==> src/rtl/td4_pkg.sv <==
// -----------------------------------------------------------------------------
// td4_pkg
// Shared definitions for the TD4 run/step sequencer:
//   - run_state_t : sequencer FSM state encoding
//   - PC_W/LOAD_W : program counter and load-strobe widths
//   - LD_*        : bit positions inside the active-low load-strobe vector
//   - LOAD_IDLE   : all load strobes deasserted
//   - is_self_jump: detects the "jump to myself" end-of-program idiom
// -----------------------------------------------------------------------------
package td4_pkg;

    localparam int PC_W   = 4;
    localparam int LOAD_W = 4;

    localparam int LD_A   = 0;
    localparam int LD_B   = 1;
    localparam int LD_OUT = 2;
    localparam int LD_PC  = 3;

    localparam logic [LOAD_W-1:0] LOAD_IDLE = 4'b1111;

    typedef enum logic [1:0] {
        ST_WAIT    = 2'd0,
        ST_EXECUTE = 2'd1,
        ST_PAUSE   = 2'd2,
        ST_LOCKED  = 2'd3
    } run_state_t;

    // A jump (PC load strobe low) whose target is the current PC never
    // leaves that address again, so it marks the end of the program.
    function automatic logic is_self_jump(
        input logic [LOAD_W-1:0] load_n,
        input logic [PC_W-1:0]   imm,
        input logic [PC_W-1:0]   pc
    );
        return (load_n[LD_PC] == 1'b0) && (imm == pc);
    endfunction

endpackage

==> src/rtl/td4_tick_gen.sv <==
// -----------------------------------------------------------------------------
// td4_tick_gen
// Produces the one-cycle execute TICK for the run controller.
//   Run mode  (RUN_MODE=1): divider counts 0..TICK_DIV-1, TICK when at the top.
//   Step mode (RUN_MODE=0): STEP is synchronized (2 flops) and rising-edge
//                           detected (1 flop); TICK on a synchronized rise.
//   Any RUN_MODE change clears the divider and discards a pending step edge.
// Ports:
//   CLK      in  system clock
//   N_RESET  in  synchronous active-low reset
//   RUN_MODE in  1 = free run, 0 = single step
//   STEP     in  raw step button, asynchronous to CLK
//   TICK     out one-cycle execute request
// -----------------------------------------------------------------------------
module td4_tick_gen
    import td4_pkg::*;
#(
    parameter int TICK_DIV = 10,
    parameter int DIV_W    = 24
) (
    input  logic CLK,
    input  logic N_RESET,
    input  logic RUN_MODE,
    input  logic STEP,
    output logic TICK
);

    localparam logic [DIV_W-1:0] DIV_LAST = DIV_W'(TICK_DIV - 1);

    logic [DIV_W-1:0] r_div;
    logic             r_sync1;
    logic             r_sync2;
    logic             r_edge;
    logic             r_mode_prev;
    logic             w_mode_change;
    logic             w_run_tick;
    logic             w_step_tick;

    assign w_mode_change = (RUN_MODE != r_mode_prev);
    assign w_run_tick    = (r_div == DIV_LAST);
    assign w_step_tick   = r_sync2 & ~r_edge;

    // The cycle in which the mode flips never produces a tick.
    assign TICK = !w_mode_change && (RUN_MODE ? w_run_tick : w_step_tick);

    always_ff @(posedge CLK) begin
        if (!N_RESET) begin
            r_div       <= '0;
            r_sync1     <= 1'b0;
            r_sync2     <= 1'b0;
            r_edge      <= 1'b0;
            // Track the live mode so leaving reset is not seen as a change.
            r_mode_prev <= RUN_MODE;
        end else begin
            r_mode_prev <= RUN_MODE;
            r_sync1     <= STEP;
            r_sync2     <= r_sync1;
            if (w_mode_change) begin
                r_div  <= '0;
                // Align the edge flop with the level already in flight so a
                // press captured before the mode flip cannot fire afterwards.
                r_edge <= r_sync1;
            end else begin
                r_edge <= r_sync2;
                if (!RUN_MODE || w_run_tick) begin
                    r_div <= '0;
                end else begin
                    r_div <= r_div + DIV_W'(1);
                end
            end
        end
    end

endmodule

==> src/rtl/td4_run_control.sv <==
// -----------------------------------------------------------------------------
// td4_run_control
// Run/step sequencer for the 4-bit TD4 core. Owns PC and the carry flag and
// opens a one-cycle execute window per tick, during which the decoder's
// active-low load strobes are passed to the registers.
// Ports:
//   CLK        in  system clock
//   N_RESET    in  synchronous active-low reset
//   RUN_MODE   in  1 = free run from divider, 0 = single step via STEP
//   STEP       in  raw step button level
//   HALT_REQ   in  pause request (level)
//   LOAD_IN    in  decoder load strobes, active-low, [3] = PC load
//   IMM        in  instruction immediate / jump target
//   ALU_CARRY  in  adder carry-out of the current instruction
//   PC         out program counter
//   LOAD_N_EN  out gated load strobes, active-low
//   EXEC       out one-cycle execute strobe
//   CARRY_FLAG out registered carry
//   HALTED     out high while paused
//   DONE       out sticky end-of-program (self-jump executed)
// -----------------------------------------------------------------------------
module td4_run_control
    import td4_pkg::*;
#(
    parameter int TICK_DIV = 10,
    parameter int DIV_W    = 24
) (
    input  logic              CLK,
    input  logic              N_RESET,
    input  logic              RUN_MODE,
    input  logic              STEP,
    input  logic              HALT_REQ,
    input  logic [LOAD_W-1:0] LOAD_IN,
    input  logic [PC_W-1:0]   IMM,
    input  logic              ALU_CARRY,
    output logic [PC_W-1:0]   PC,
    output logic [LOAD_W-1:0] LOAD_N_EN,
    output logic              EXEC,
    output logic              CARRY_FLAG,
    output logic              HALTED,
    output logic              DONE
);

    run_state_t      r_state;
    run_state_t      w_state_next;
    logic [PC_W-1:0] r_pc;
    logic            r_carry;
    logic            r_done;
    logic            w_tick;
    logic            w_self_jump;

    td4_tick_gen #(
        .TICK_DIV (TICK_DIV),
        .DIV_W    (DIV_W)
    ) u_tick_gen (
        .CLK      (CLK),
        .N_RESET  (N_RESET),
        .RUN_MODE (RUN_MODE),
        .STEP     (STEP),
        .TICK     (w_tick)
    );

    assign w_self_jump = is_self_jump(LOAD_IN, IMM, r_pc);

    always_ff @(posedge CLK) begin
        if (!N_RESET) begin
            r_state <= ST_WAIT;
        end else begin
            r_state <= w_state_next;
        end
    end

    // Ticks are only consumed in WAIT; in EXECUTE, PAUSE and LOCKED they are
    // simply ignored, which is what drops them.
    always_comb begin
        w_state_next = r_state;
        EXEC         = 1'b0;
        LOAD_N_EN    = LOAD_IDLE;
        HALTED       = 1'b0;
        case (r_state)
            ST_WAIT: begin
                if (HALT_REQ) begin
                    w_state_next = ST_PAUSE;
                end else if (w_tick) begin
                    w_state_next = ST_EXECUTE;
                end
            end
            ST_EXECUTE: begin
                EXEC      = 1'b1;
                LOAD_N_EN = LOAD_IN;
                w_state_next = w_self_jump ? ST_LOCKED : ST_WAIT;
            end
            ST_PAUSE: begin
                HALTED = 1'b1;
                if (!HALT_REQ) begin
                    w_state_next = ST_WAIT;
                end
            end
            ST_LOCKED: begin
                w_state_next = ST_LOCKED;
            end
            default: begin
                w_state_next = ST_WAIT;
            end
        endcase
    end

    always_ff @(posedge CLK) begin
        if (!N_RESET) begin
            r_pc    <= '0;
            r_carry <= 1'b0;
            r_done  <= 1'b0;
        end else if (r_state == ST_EXECUTE) begin
            r_carry <= ALU_CARRY;
            if (!LOAD_IN[LD_PC]) begin
                r_pc <= IMM;
            end else begin
                r_pc <= r_pc + PC_W'(1);
            end
            if (w_self_jump) begin
                r_done <= 1'b1;
            end
        end
    end

    assign PC         = r_pc;
    assign CARRY_FLAG = r_carry;
    assign DONE       = r_done;

endmodule

==> config.mk <==
export PLATFORM = sky130hd
export DESIGN_NAME = td4_run_control
export DESIGN_NICKNAME = d
export VERILOG_FILES = /design/src/rtl/td4_pkg.sv /design/src/rtl/td4_tick_gen.sv /design/src/rtl/td4_run_control.sv
export SDC_FILE = /design/constraint.sdc
export NUM_CORES = 1
export LEC_CHECK = 0
export BUFFER_PORTS_ARGS = -buffer_cell sky130_fd_sc_hd__buf_2
export CORE_UTILIZATION = 55
export DETAILED_ROUTE_END_ITERATION = 10
export PLACE_DENSITY = 0.77
export SLEW_MARGIN = 20
export SYNTH_ARGS = -nofsm -noshare
export SYNTH_HDL_FRONTEND = slang
export SYNTH_SLANG_ARGS = --single-unit
==> constraint.sdc <==
create_clock -name CLK -period 2.13 [get_ports CLK]
set_input_delay 0.1065 -clock CLK [delete_from_list [all_inputs] [get_ports CLK]]
set_output_delay 0.1065 -clock CLK [all_outputs]
set_load 0.02 [all_outputs]
Word-level counts from Yosys, hierarchy flattened
Index checks and enable logic that the tools add are counted.

word-level totals
  memory bits (read-only) = 0
  input port bits = 14
  output and inout port bits = 12
  memories = 0
  RAM bits = 0
  register bits = 36
  latch bits = 0
  logic and storage cells = 43

cells by class
  equality and inequality tests = 8
  add/sub/neg operators = 2
  shift operators = 0
  $mul = 0
  muxes and demuxes = 11
  bitwise operators = 4
  reductions and logical operators = 9
  div/mod/pow operators = 0
  order comparisons = 0

operators with widths
  kind                     count
  $add A24 B1 Y24 const B  1
  $eq A24 B4 Y1 const B    1
  $mux W2                  4
  $mux W4                  2
  $pmux W2 S4              1
  $add A4 B1 Y4 const B    1
  $eq A2 B2 Y1 const B     2
  $eq A4 B4 Y1             1
  $mux W1                  4
  $reduce_and A2 Y1        2
  $ne A3 B2 Y1 const B     1
  $not A1 Y1               3
  $reduce_or A3 Y1         1
  $eq A2 B1 Y1 const B     1
  $logic_and A1 B1 Y1      2
  $logic_not A1 Y1         2
  $logic_not A2 Y1         1
  $ne A2 B2 Y1 const B     1
  $and A1 B1 Y1            1
  $logic_or A1 B1 Y1       1
  $ne A1 B1 Y1             1

Longest topological paths before layout
Gate-level depths: netlist (run 1).

  depth after elaboration = 7
  mapped depth = 7
  mapped depth without buffers = 6

Hierarchy
Synthesis (run 1) repeated with hierarchy kept, for this count alone.

second synthesis, totals
  cells, all modules = 198
  area, all modules = 1722.9 um^2

modules (own cells, without submodules)
  module           sequential area each (um^2)  area an instance (um^2)  cells each  instances
  td4_tick_gen     560.5                        1266.2                   144         1
  td4_run_control  160.2                        456.7                    54          1

Least setup slack after synthesis (run 1)
No wires, ideal clock.

  kind = reg2reg
  start point = register u_tick_gen.r_div[0]
  end point = register u_tick_gen.r_div[22]
  period minus slack after synthesis = 1867 ps
  library setup time = 71 ps
  cell stages (with the launch flop) = 7
  setup slack = 263 ps
  data required time = 2059 ps
  arrival time = 1797 ps
  cells stage by stage = dfxtp_1 ha_1 nand4_1 or3_1 buf_2 or4_1 a21oi_1

between the ends
  longest elaborated chain between the ends = 3

ends and longest elaborated chain
  what                                                                     RTL line            RTL
  start, declared                                                          td4_tick_gen.sv:30  logic [DIV_W-1:0] r_div;
  start signal, assigned                                                   td4_tick_gen.sv:68  r_div <= r_div + DIV_W'(1);
  parallel branches: the longest is 3 deep, another holds $add A24 B1 Y24  n/a

Several ways; the timed one is not identified.
A chain may end at the register's enable or synchronous reset.

Worst setup path in the final report (run 1)
  start point = register u_tick_gen.r_div[1]
  end point = register u_tick_gen.r_div[22]

Same word-level chain as after synthesis.

==> flow_summary_export.csv, run 1 <==
group,metric,value,unit
outcome,status,"finished, violations left",
outcome,violations,"DRC",
critical_path,crit_fanout,9,
clock_tree,cts_root_buf,"clkbuf_4",
routing,routed_wl,3570,µm
timing,setup_viol,0,
timing,finalCriticalPeriod,1.97,ns
routing,drc_errors,1,
floorplanning,die_y,58.1,µm
placed_design,io_buffers,25,
synthesis,ys_ff_latch,36,
pwr,power_frac_seq,0.549,
synthesis,synthCells,200,
routing,drtIter0Drc,114,
synthesis,synth_xor_area_frac,0.0912,
critical_path,crit_type,"flop to flop",
synthesis,synthAdderAreaFrac,0.0217,
clock_tree,clock_sinks,36,
placed_design,dp.cells,264,
placed_design,gp_congestion,0.838,
finish,area_delta_synth_final,16.3,%
critical_path,arrival,2.25,ns
synthesis,synth_compound_area_frac,0.119,
critical_path,reg2reg_depth,5,
global_route,gr-total-overflow,0,
finish,nFillCells,232,
synthesis,synthFlopType,"dfxtp_1",
pwr,p_per_area,630,nW/µm²
finish,finalNetCount,249,
timing,fmaxAchievable,508,MHz
synthesis,synthTopCellsByCount,"dfxtp_1, nor2_1, a21oi_1, nand2_1",
routing,wl_per_cell,13.0,µm
timing,fin_setup_tns,0,ns
synthesis,avgSynthCellArea,8.64,µm²
pwr,vdd_ir_drop_max,0.000546,V
worst_hold_path,holdPathStages,2,
global_route,grt_max_degree,25,
placed_design,dp_hpwl,2500,µm
synthesis,synth_simple_gate_area_share,0.312,
finish,final_util,0.699,
routing,dr.pass1.iters,8,
synthesis,synthTopCellsByArea,"dfxtp_1, nor2_1, a21oi_1",
clock_tree,numCtsBuffers,5,
global_route,grtUsageTotal,0.235,
clock_tree,cts-htree-levels,2,
timing,finalMaxSlewViolations,0,
synthesis,synth_most_common_cell,"dfxtp_1",
synthesis,syn-num-nets,217,
critical_path,worstSetupStartpointType,"flop",
finish,antenna_cells,0,
run,maxCapViolCount,0,
clock_tree,cts_tree,"built",
timing,finalHoldViolations,0,
critical_path,crit_path_end_kind,"flop",
timing,fin_crit_sh,0.924,
clock_tree,cts_buffer_depth,2,
routing,vias,1551,
synthesis,synth_top_family_by_area,"simple AND/OR/NAND/NOR gates",
clock_tree,cts.clk_slew.worst_paths,0.11,ns
pwr,p_comb_frac,0.080,
finish,drive_gt1_frac,0.176,
synthesis,seq_area_frac_synth,0.417,
worst_hold_path,hold_path_class,"primary input to flop",
timing,worst_pin_slew,0.369,ns
floorplanning,initial_core_util,0.601,
pwr,p_int,975,µW
synthesis,ys.warnings.count,0,
timing,rsz0062_at_grt,"no",
clock_tree,worstSkewPairLatency,0.34,ns
synthesis,syn-cell-area,1730,µm²
placed_design,dpl-instance-area,1900,µm²
floorplanning,die_w,58.1,µm
pwr,power_leakage,0.709,nW
critical_path,required,2.41,ns
timing,max_slew_margin,0.752,
clock_tree,cts_setup_buffers,0,
global_route,grt_pass1_vias,1407,
timing,clock_skew,0.0137,ns
pwr,p_sw,292,µW
timing,hold_ws,0.0407,ns
pwr,p_sw_frac,0.230,
floorplanning,rows,19,
pwr,pwr-share-clk,0.370,
synthesis,synth_top_area_frac,0.417,
floorplanning,io_pins,26,
synthesis,synthMuxAreaShare,0.0116,
finish,final_cells,275,
routing,ant_nets,0,
synthesis,ys_types,40,
floorplanning,die-area,3370,µm²
floorplanning,core,2880,µm²
synthesis,async_flop_share,0,
synthesis,synth_edf_count,0,
finish,design_area,2010,µm²
global_route,antenna_found_initial,0,
synthesis,synth_top_area_cell,"dfxtp_1",
routing,vias_per_cell,5.64,
global_route,grt_pass1_wl,6090,µm
-- final timing paths --
path	startpoint	to	slack, ns
worst min register to register	CARRY_FLAG	CARRY_FLAG	0.47
worst max register to register	u_tick_gen.r_div[1]	u_tick_gen.r_div[22]	0.16
worst max-delay path	u_tick_gen.r_div[1]	u_tick_gen.r_div[22]	0.16
worst min-delay path	N_RESET	u_tick_gen.r_sync1	0.04
-- flip-flops by register name (all words and copies together) (netlist names) --
| signal | count |
|---|---|
| u_tick_gen.r_sync2 | 1 |
| CARRY_FLAG | 1 |
| u_tick_gen.r_mode_prev | 1 |
| u_tick_gen.r_sync1 | 1 |
| PC | 4 |
| DONE | 1 |
| u_tick_gen.r_edge | 1 |
| r_state | 2 |
| u_tick_gen.r_div | 24 |
-- layer usage --
| layer | GRT usage | vias up | wire length (µm) |
|---|---|---|---|
| met3 | 0.0469 | 5 | 123 |
| met2 | 0.376 | 31 | 1700 |
| met4 | 0.0918 | 0 | 42 |
| met1 | 0.310 | 725 | 1710 |
| li1 | - | 790 | - |
| met5 | 0 | - | 0 |
-- cells in the final DEF (no fill, tap or decap), types with 3 or more instances in the layout --
cell,n
xor2_1,9
dlygate4sd3_1,3
or4_1,6
dfxtp_1,36
nand2b_1,5
nor4b_1,3
clkbuf_4,5
nand3_1,7
o31ai_1,6
nor2_1,25
o21ai_0,5
xnor2_1,9
nor4_1,9
a21oi_1,16
nand2_1,13
or3_1,3
buf_2,25
nor3_1,3
nand4_1,6
inv_1,6
ha_1,3
buf_4,3
-- power by group through the flow --
stage | clock network, mW | registers [mW] | logic, mW
after floorplan | 0 | 0.715 | 0.0543
after global placement | 0 | 0.711 | 0.0932
after detailed placement | 0 | 0.711 | 0.0965
after CTS | 0.481 | 0.696 | 0.102
after global routing | 0.512 | 0.698 | 0.112
final | 0.469 | 0.696 | 0.102
-- critical path, cell delays in order, from the launching register on --
cell	delay [ns]
dfxtp_1	0.41
ha_1	0.24
nand4_1	0.15
or3_1	0.47
or4_1	0.51
a21oi_1	0.15
-- area by class of cell --
cell class | instances | area, µm² | area share
multi-input combinational | 152 | 960 | 0.478
sequential | 36 | 721 | 0.359
timing repair buffer | 31 | 178 | 0.0884
tap | 42 | 52.6 | 0.0262
clock buffer | 6 | 41.3 | 0.0205
clock inverter | 2 | 35.0 | 0.0174
inverter | 6 | 22.5 | 0.0112
-- repair_timing --
item | CTS | global route
hold endpoints to repair | 3 | 0
resized for setup | 0 | 0
hold buffers | 3 | 0
-- logic make-up after synthesis --
| family | Yosys count |
|---|---|
| AO/OA/AOI/OAI | 34 |
| XOR/XNOR | 18 |
| adder cells (fa/ha/maj) | 3 |
| buffers and inverters | 12 |
| flip-flops | 36 |
| multiplexers | 2 |
| AND/OR/NAND/NOR | 95 |
-- through the flow --
step	total power [mW]	setup slack, ns
4_1_cts	1.28	0.156
3_5_place_dp	0.808	0.171
2_1_floorplan	0.769	0.263
6_report	1.27	0.162
5_1_grt	1.32	0.00443
3_3_place_gp	0.804	0.244
(Power assumes the default switching activity.)
==> inputs of run 2 (changes only) <==
- BUFFER_PORTS_ARGS: -buffer_cell sky130_fd_sc_hd__buf_2 -> -buffer_cell sky130_fd_sc_hd__clkbuf_2
- CTS_CLUSTER_DIAMETER: default -> 120
==> flow_summary_export.csv, run 2 (same netlist as run 1, synthesis figures left out) <==
group,metric,value,unit
outcome,status,"finished, violations left",
outcome,violations,"DRC",
critical_path,worstSetupStartpointType,"flop",
timing,fin_ws,0.156,ns
pwr,power_leakage,0.703,nW
finish,nFillCells,252,
finish,largest_reg_flops,24,
timing,clock_skew,0.0147,ns
timing,fin_setup_tns,0,ns
run,maxCapViolCount,0,
timing,fmaxAchievable,507,MHz
critical_path,required,2.42,ns
floorplanning,die_y,58.1,µm
placed_design,gp_congestion,0.837,
routing,ant_nets,0,
timing,setup_viol,0,
critical_path,critical_path.top_delay_family,"simple AND/OR/NAND/NOR gates",
floorplanning,initial_core_util,0.601,
critical_path,reg2reg_depth,5,
placed_design,dp_hpwl,2560,µm
routing,vias,1546,
global_route,grt_pass1_vias,1389,
timing,hold_ws,0.0203,ns
global_route,grtUsageTotal,0.240,
routing,drc_errors,1,
global_route,grt_max_degree,25,
critical_path,cpPeakStageDelay,0.50,ns
clock_tree,cts-htree-levels,2,
finish,final_cell_mix,"dfxtp_1, nor2_1, clkbuf_2",
floorplanning,core,2880,µm²
clock_tree,cts_tree,"built",
global_route,gr-total-overflow,0,
timing,finalCriticalPeriod,1.97,ns
floorplanning,die_w,58.1,µm
routing,vias_per_cell,5.62,
finish,area_delta_synth_final,15.1,%
critical_path,crit_path_end_kind,"flop",
global_route,antenna_found_initial,0,
critical_path,cp_num_buf_inv,0,
clock_tree,cts.clk_slew.worst_paths,0.12,ns
routing,wl_per_cell,13.1,µm
finish,design_area,1990,µm²
critical_path,arrival,2.26,ns
timing,worst_pin_slew,0.390,ns
floorplanning,io_pins,26,
critical_path,crit_fanout,9,
clock_tree,worstSkewPairLatency,0.35,ns
finish,antenna_cells,0,
finish,final_common_cell,"dfxtp_1",
critical_path,crit_type,"flop to flop",
timing,finalMaxSlewViolations,0,
worst_hold_path,holdPathStages,3,
critical_path,path_depth,5,
placed_design,dpl-instance-area,1900,µm²
clock_tree,numCtsBuffers,5,
timing,fin_crit_sh,0.927,
routing,dr.pass1.iters,7,
floorplanning,rows,19,
timing,finalHoldViolations,0,
critical_path,worstPathCellList,"ha_1, nand4_1, or3_1, or4_1, a21oi_1",
finish,regMostFlops,"u_tick_gen.r_div",
timing,max_slew_margin,0.737,
global_route,grt_pass1_wl,6050,µm
floorplanning,die-area,3370,µm²
clock_tree,cts_root_buf,"clkbuf_4",
critical_path,crit_slowest_cell,"or4_1",
placed_design,dpl_worst_slack,0.171,ns
timing,rsz0062_at_grt,"no",
finish,drive_gt1_frac,0.180,
routing,drtIter0Drc,109,
clock_tree,cts_buffer_depth,2,
worst_hold_path,hold_path_class,"primary input to flop",
pwr,p_per_area,585,nW/µm²
clock_tree,clock_sinks,36,
critical_path,rrSetupSlack,0.16,ns
pwr,vdd_ir_drop_max,0.000413,V
finish,finalNetCount,249,
routing,routed_wl,3610,µm
placed_design,io_buffers,25,
run 2: changes by cell type in the layout (fill, tap and decap cells not counted):
| cell | change |
|---|---|
| buf_2 | -25 |
| clkbuf_2 | +25 |
| bufinv_16 | -1 |
| clkbuf_1 | -1 |
| clkinv_2 | +1 |
| clkinv_4 | +1 |
run 2: through the flow:
| step | utilization | std cells | power (mW) |
|---|---|---|---|
| floorplan | - | 200 | 0.769 |
| CTS | 0.692 | 275 | 1.17 |
| global placement | 0.662 | 264 | 0.804 |
| global route | 0.692 | 275 | 1.21 |
| detailed placement | 0.662 | 264 | 0.808 |
| finish | 0.692 | 275 | 1.16 |
run 2: repair_timing:
| item | CTS | global route |
|---|---|---|
| hold buffers | 3 | 0 |
| setup buffers | 0 | 0 |
| resized for setup | 0 | 0 |
| hold endpoints to repair | 3 | 0 |
run 2: routing by layer:
layer | part of all wire | vias to the layer above | wire, µm | global-route usage
met1 | 0.46 | 712 | 1650 | 0.308
li1 | - | 792 | - | -
met3 | 0.047 | 8 | 169 | 0.0692
met2 | 0.47 | 34 | 1710 | 0.378
met5 | 0 | - | 0 | 0
met4 | 0.021 | 0 | 74 | 0.102
run 2: final cells by class:
class                      count  area [µm²]  area share
sequential                    36         721       0.362
clock buffer                   5        37.5      0.0189
timing repair buffer          31         178      0.0893
clock inverter                 3        18.8     0.00943
multi-input combinational    152         960       0.482
inverter                       6        22.5      0.0113
tap                           42        52.6      0.0264
run 2: where the power goes:
group | total (mW) | internal (mW) | switching [mW] | leakage, nW
sequential | 0.696 | 0.685 | 0.0115 | 0.292
combinational | 0.101 | 0.0437 | 0.0577 | 0.377
clock | 0.366 | 0.127 | 0.239 | 0.0349
total | 1.16 | 0.855 | 0.308 | 0.703
run 2: path summary, 6_finish.rpt:
path | from | end
worst min register to register | CARRY_FLAG | CARRY_FLAG
worst min-delay path | HALT_REQ | r_state[1]
worst max-delay path | u_tick_gen.r_div[1] | u_tick_gen.r_div[22]
worst max register to register | u_tick_gen.r_div[1] | u_tick_gen.r_div[22]
run 2: worst min-delay path: cells and delay by family:
family	cells	cell delay, ns
buf+inv	1	0.10
simple gates	2	0.13
==> inputs of run 3 (changes only) <==
- clock period: 2.13 -> 1.9 ns (I/O delays scaled with it)
==> flow_summary_export.csv, run 3 (same netlist as run 1, synthesis figures left out) <==
group,metric,value,unit
pwr,p_sw,332,µW
worst_hold_path,holdPathStages,3,
pwr,p_sw_frac,0.234,
critical_path,crit_fanout,7,
pwr,p_comb_frac,0.079,
timing,finalMaxSlewViolations,0,
global_route,grt_pass1_vias,1557,
routing,dr.pass1.iters,9,
critical_path,required,2.18,ns
global_route,grt_max_degree,25,
timing,finalCriticalPeriod,1.83,ns
outcome,violations,"DRC",
floorplanning,core,2880,µm²
timing,rsz0062_at_grt,"no",
finish,multi_input_area,970,µm²
global_route,gr-total-overflow,0,
finish,final_common_cell,"dfxtp_1",
finish,largest_reg_flops,24,
clock_tree,clock_sinks,36,
worst_hold_path,whs_endpoint,"r_state[1]",
clock_tree,cts.clk_slew.worst_paths,0.11,ns
routing,drtIter0Drc,111,
finish,nFillCells,241,
placed_design,dpl_worst_slack,0.00425,ns
critical_path,worstPathCellList,"ha_1, nand4_1, or3_4, or4_1, a21oi_1",
global_route,grt_pass1_wl,6630,µm
finish,final_cell_mix,"dfxtp_1, nor2_1, clkbuf_2",
worst_hold_path,hold_path_class,"primary input to flop",
critical_path,crit_slowest_cell,"or4_1",
clock_tree,numCtsBuffers,5,
routing,vias_per_cell,5.79,
pwr,p_int,1.09,mW
clock_tree,cts_tree,"built",
floorplanning,die_y,58.1,µm
critical_path,worstSetupStartpointType,"flop",
timing,clock_skew,0.0111,ns
global_route,grtUsageTotal,0.256,
floorplanning,initial_core_util,0.601,
clock_tree,cts-htree-levels,2,
floorplanning,die_w,58.1,µm
clock_tree,cts_root_buf,"clkbuf_4",
timing,setup_viol,0,
critical_path,crit_path_end_kind,"flop",
pwr,pwr-share-clk,0.372,
timing,fin_crit_sh,0.965,
timing,fmaxAchievable,545,MHz
timing,worst_pin_slew,0.455,ns
routing,vias,1621,
critical_path,arrival,2.11,ns
routing,ant_nets,0,
finish,regMostFlops,"u_tick_gen.r_div",
pwr,p_per_area,690,nW/µm²
routing,routed_wl,3860,µm
worst_hold_path,hold_path_startpoint,"HALT_REQ",
critical_path,cpPeakStageDelay,0.49,ns
critical_path,reg2reg_depth,5,
finish,antenna_cells,0,
finish,area_delta_synth_final,19.4,%
routing,wl_per_cell,13.8,µm
timing,fin_setup_tns,0,ns
pwr,power_frac_seq,0.549,
routing,drc_errors,1,
finish,seq_area,723,µm²
outcome,status,"finished, violations left",
global_route,antenna_found_initial,0,
timing,finalHoldViolations,0,
placed_design,io_buffers,25,
critical_path,crit_type,"flop to flop",
clock_tree,worstSkewPairLatency,0.34,ns
finish,drive_gt1_frac,0.214,
clock_tree,cts_setup_buffers,0,
timing,max_slew_margin,0.694,
critical_path,r2r_end,"u_tick_gen.r_div[22]",
floorplanning,die-area,3370,µm²
timing,fin_ws,0.0664,ns
finish,finalNetCount,254,
placed_design,gp_congestion,0.824,
clock_tree,cts_buffer_depth,2,
critical_path,regToRegStartpoint,"u_tick_gen.r_div[1]",
critical_path,rrSetupSlack,0.07,ns
run,maxCapViolCount,0,
placed_design,dp_hpwl,2830,µm
floorplanning,rows,19,
pwr,power_leakage,0.736,nW
floorplanning,io_pins,26,
pwr,vdd_ir_drop_max,0.000511,V
-- run 3: changes by cell type in the layout (fill, tap and decap cells not counted) --
cell / delta
dfxtp_2: +2
clkinvlp_4: +1
or3_4: +2
buf_4: +5
dfxtp_1: -2
or3_1: -2
clkinv_2: -1
clkinv_4: -1
bufinv_16: +1
-- run 3: layout make-up --
cell class              count  share of cell area
inverters                   6              0.0109
flip-flops and latches     36               0.351
multi-input cells         152               0.470
clock buffers               5              0.0182
clock inverters             3              0.0206
repair buffers             36               0.104
well taps                  42              0.0255
-- run 3: how the worst max path moves through the flow --
| stage | slack, ns | start | cells past startpoint | to |
|---|---|---|---|---|
| global placement | 0.11 | u_tick_gen.r_div[0] | 5 | u_tick_gen.r_div[22] |
| detailed placement | 0.004 | u_tick_gen.r_div[0] | 5 | u_tick_gen.r_div[22] |
| finish | 0.07 | u_tick_gen.r_div[1] | 5 | u_tick_gen.r_div[22] |
| global route | 0.006 | u_tick_gen.r_div[1] | 5 | u_tick_gen.r_div[22] |
| CTS | 0.02 | u_tick_gen.r_div[1] | 5 | u_tick_gen.r_div[22] |
| floorplan | 0.03 | u_tick_gen.r_div[0] | 6 | u_tick_gen.r_div[22] |
-- run 3: critical path, delay by kind of cell, from the launching register on --
kind,cells,cell delay [ns]
simple gates,3,1.00
flops,1,0.41
fa+ha+maj,1,0.19
compound gates,1,0.17
-- run 3: through the flow --
| step | total power, mW | cell area [µm²] | hold WS (ns) | instances | util |
|---|---|---|---|---|---|
| floorplan | 0.862 | 1730 | 0.123 | 200 | - |
| global placement | 0.900 | 1940 | 0.273 | 269 | 0.675 |
| detailed placement | 0.906 | 1940 | 0.279 | 269 | 0.675 |
| CTS | 1.43 | 2050 | 0.00199 | 280 | 0.713 |
| global route | 1.48 | 2060 | 0.00345 | 280 | 0.717 |
| finish | 1.42 | 2060 | 0.0185 | 280 | 0.717 |
-- run 3: per-layer routing --
| metal | wire [µm] | share of wire | global-route usage |
|---|---|---|---|
| met1 | 1720 | 0.44 | 0.310 |
| met2 | 1950 | 0.50 | 0.438 |
| met3 | 133 | 0.034 | 0.0491 |
| met4 | 68 | 0.018 | 0.116 |
| met5 | 0 | 0 | 0 |
-- run 3: repair_timing --
item / CTS / global route
gates resized for setup: 1 / 3
endpoints found under the hold margin: 3 / 0
hold buffers: 3 / 0
setup endpoints to repair: 1 / 6
-- run 3: power by group through the flow --
stage          registers (mW)  clock network, mW  logic (mW)
3_5_place_dp            0.798                  0       0.107
5_1_grt                 0.784              0.577       0.124
6_report                0.782              0.529       0.112
3_3_place_gp            0.798                  0       0.103
2_1_floorplan           0.802                  0      0.0609
4_1_cts                 0.781              0.540       0.113
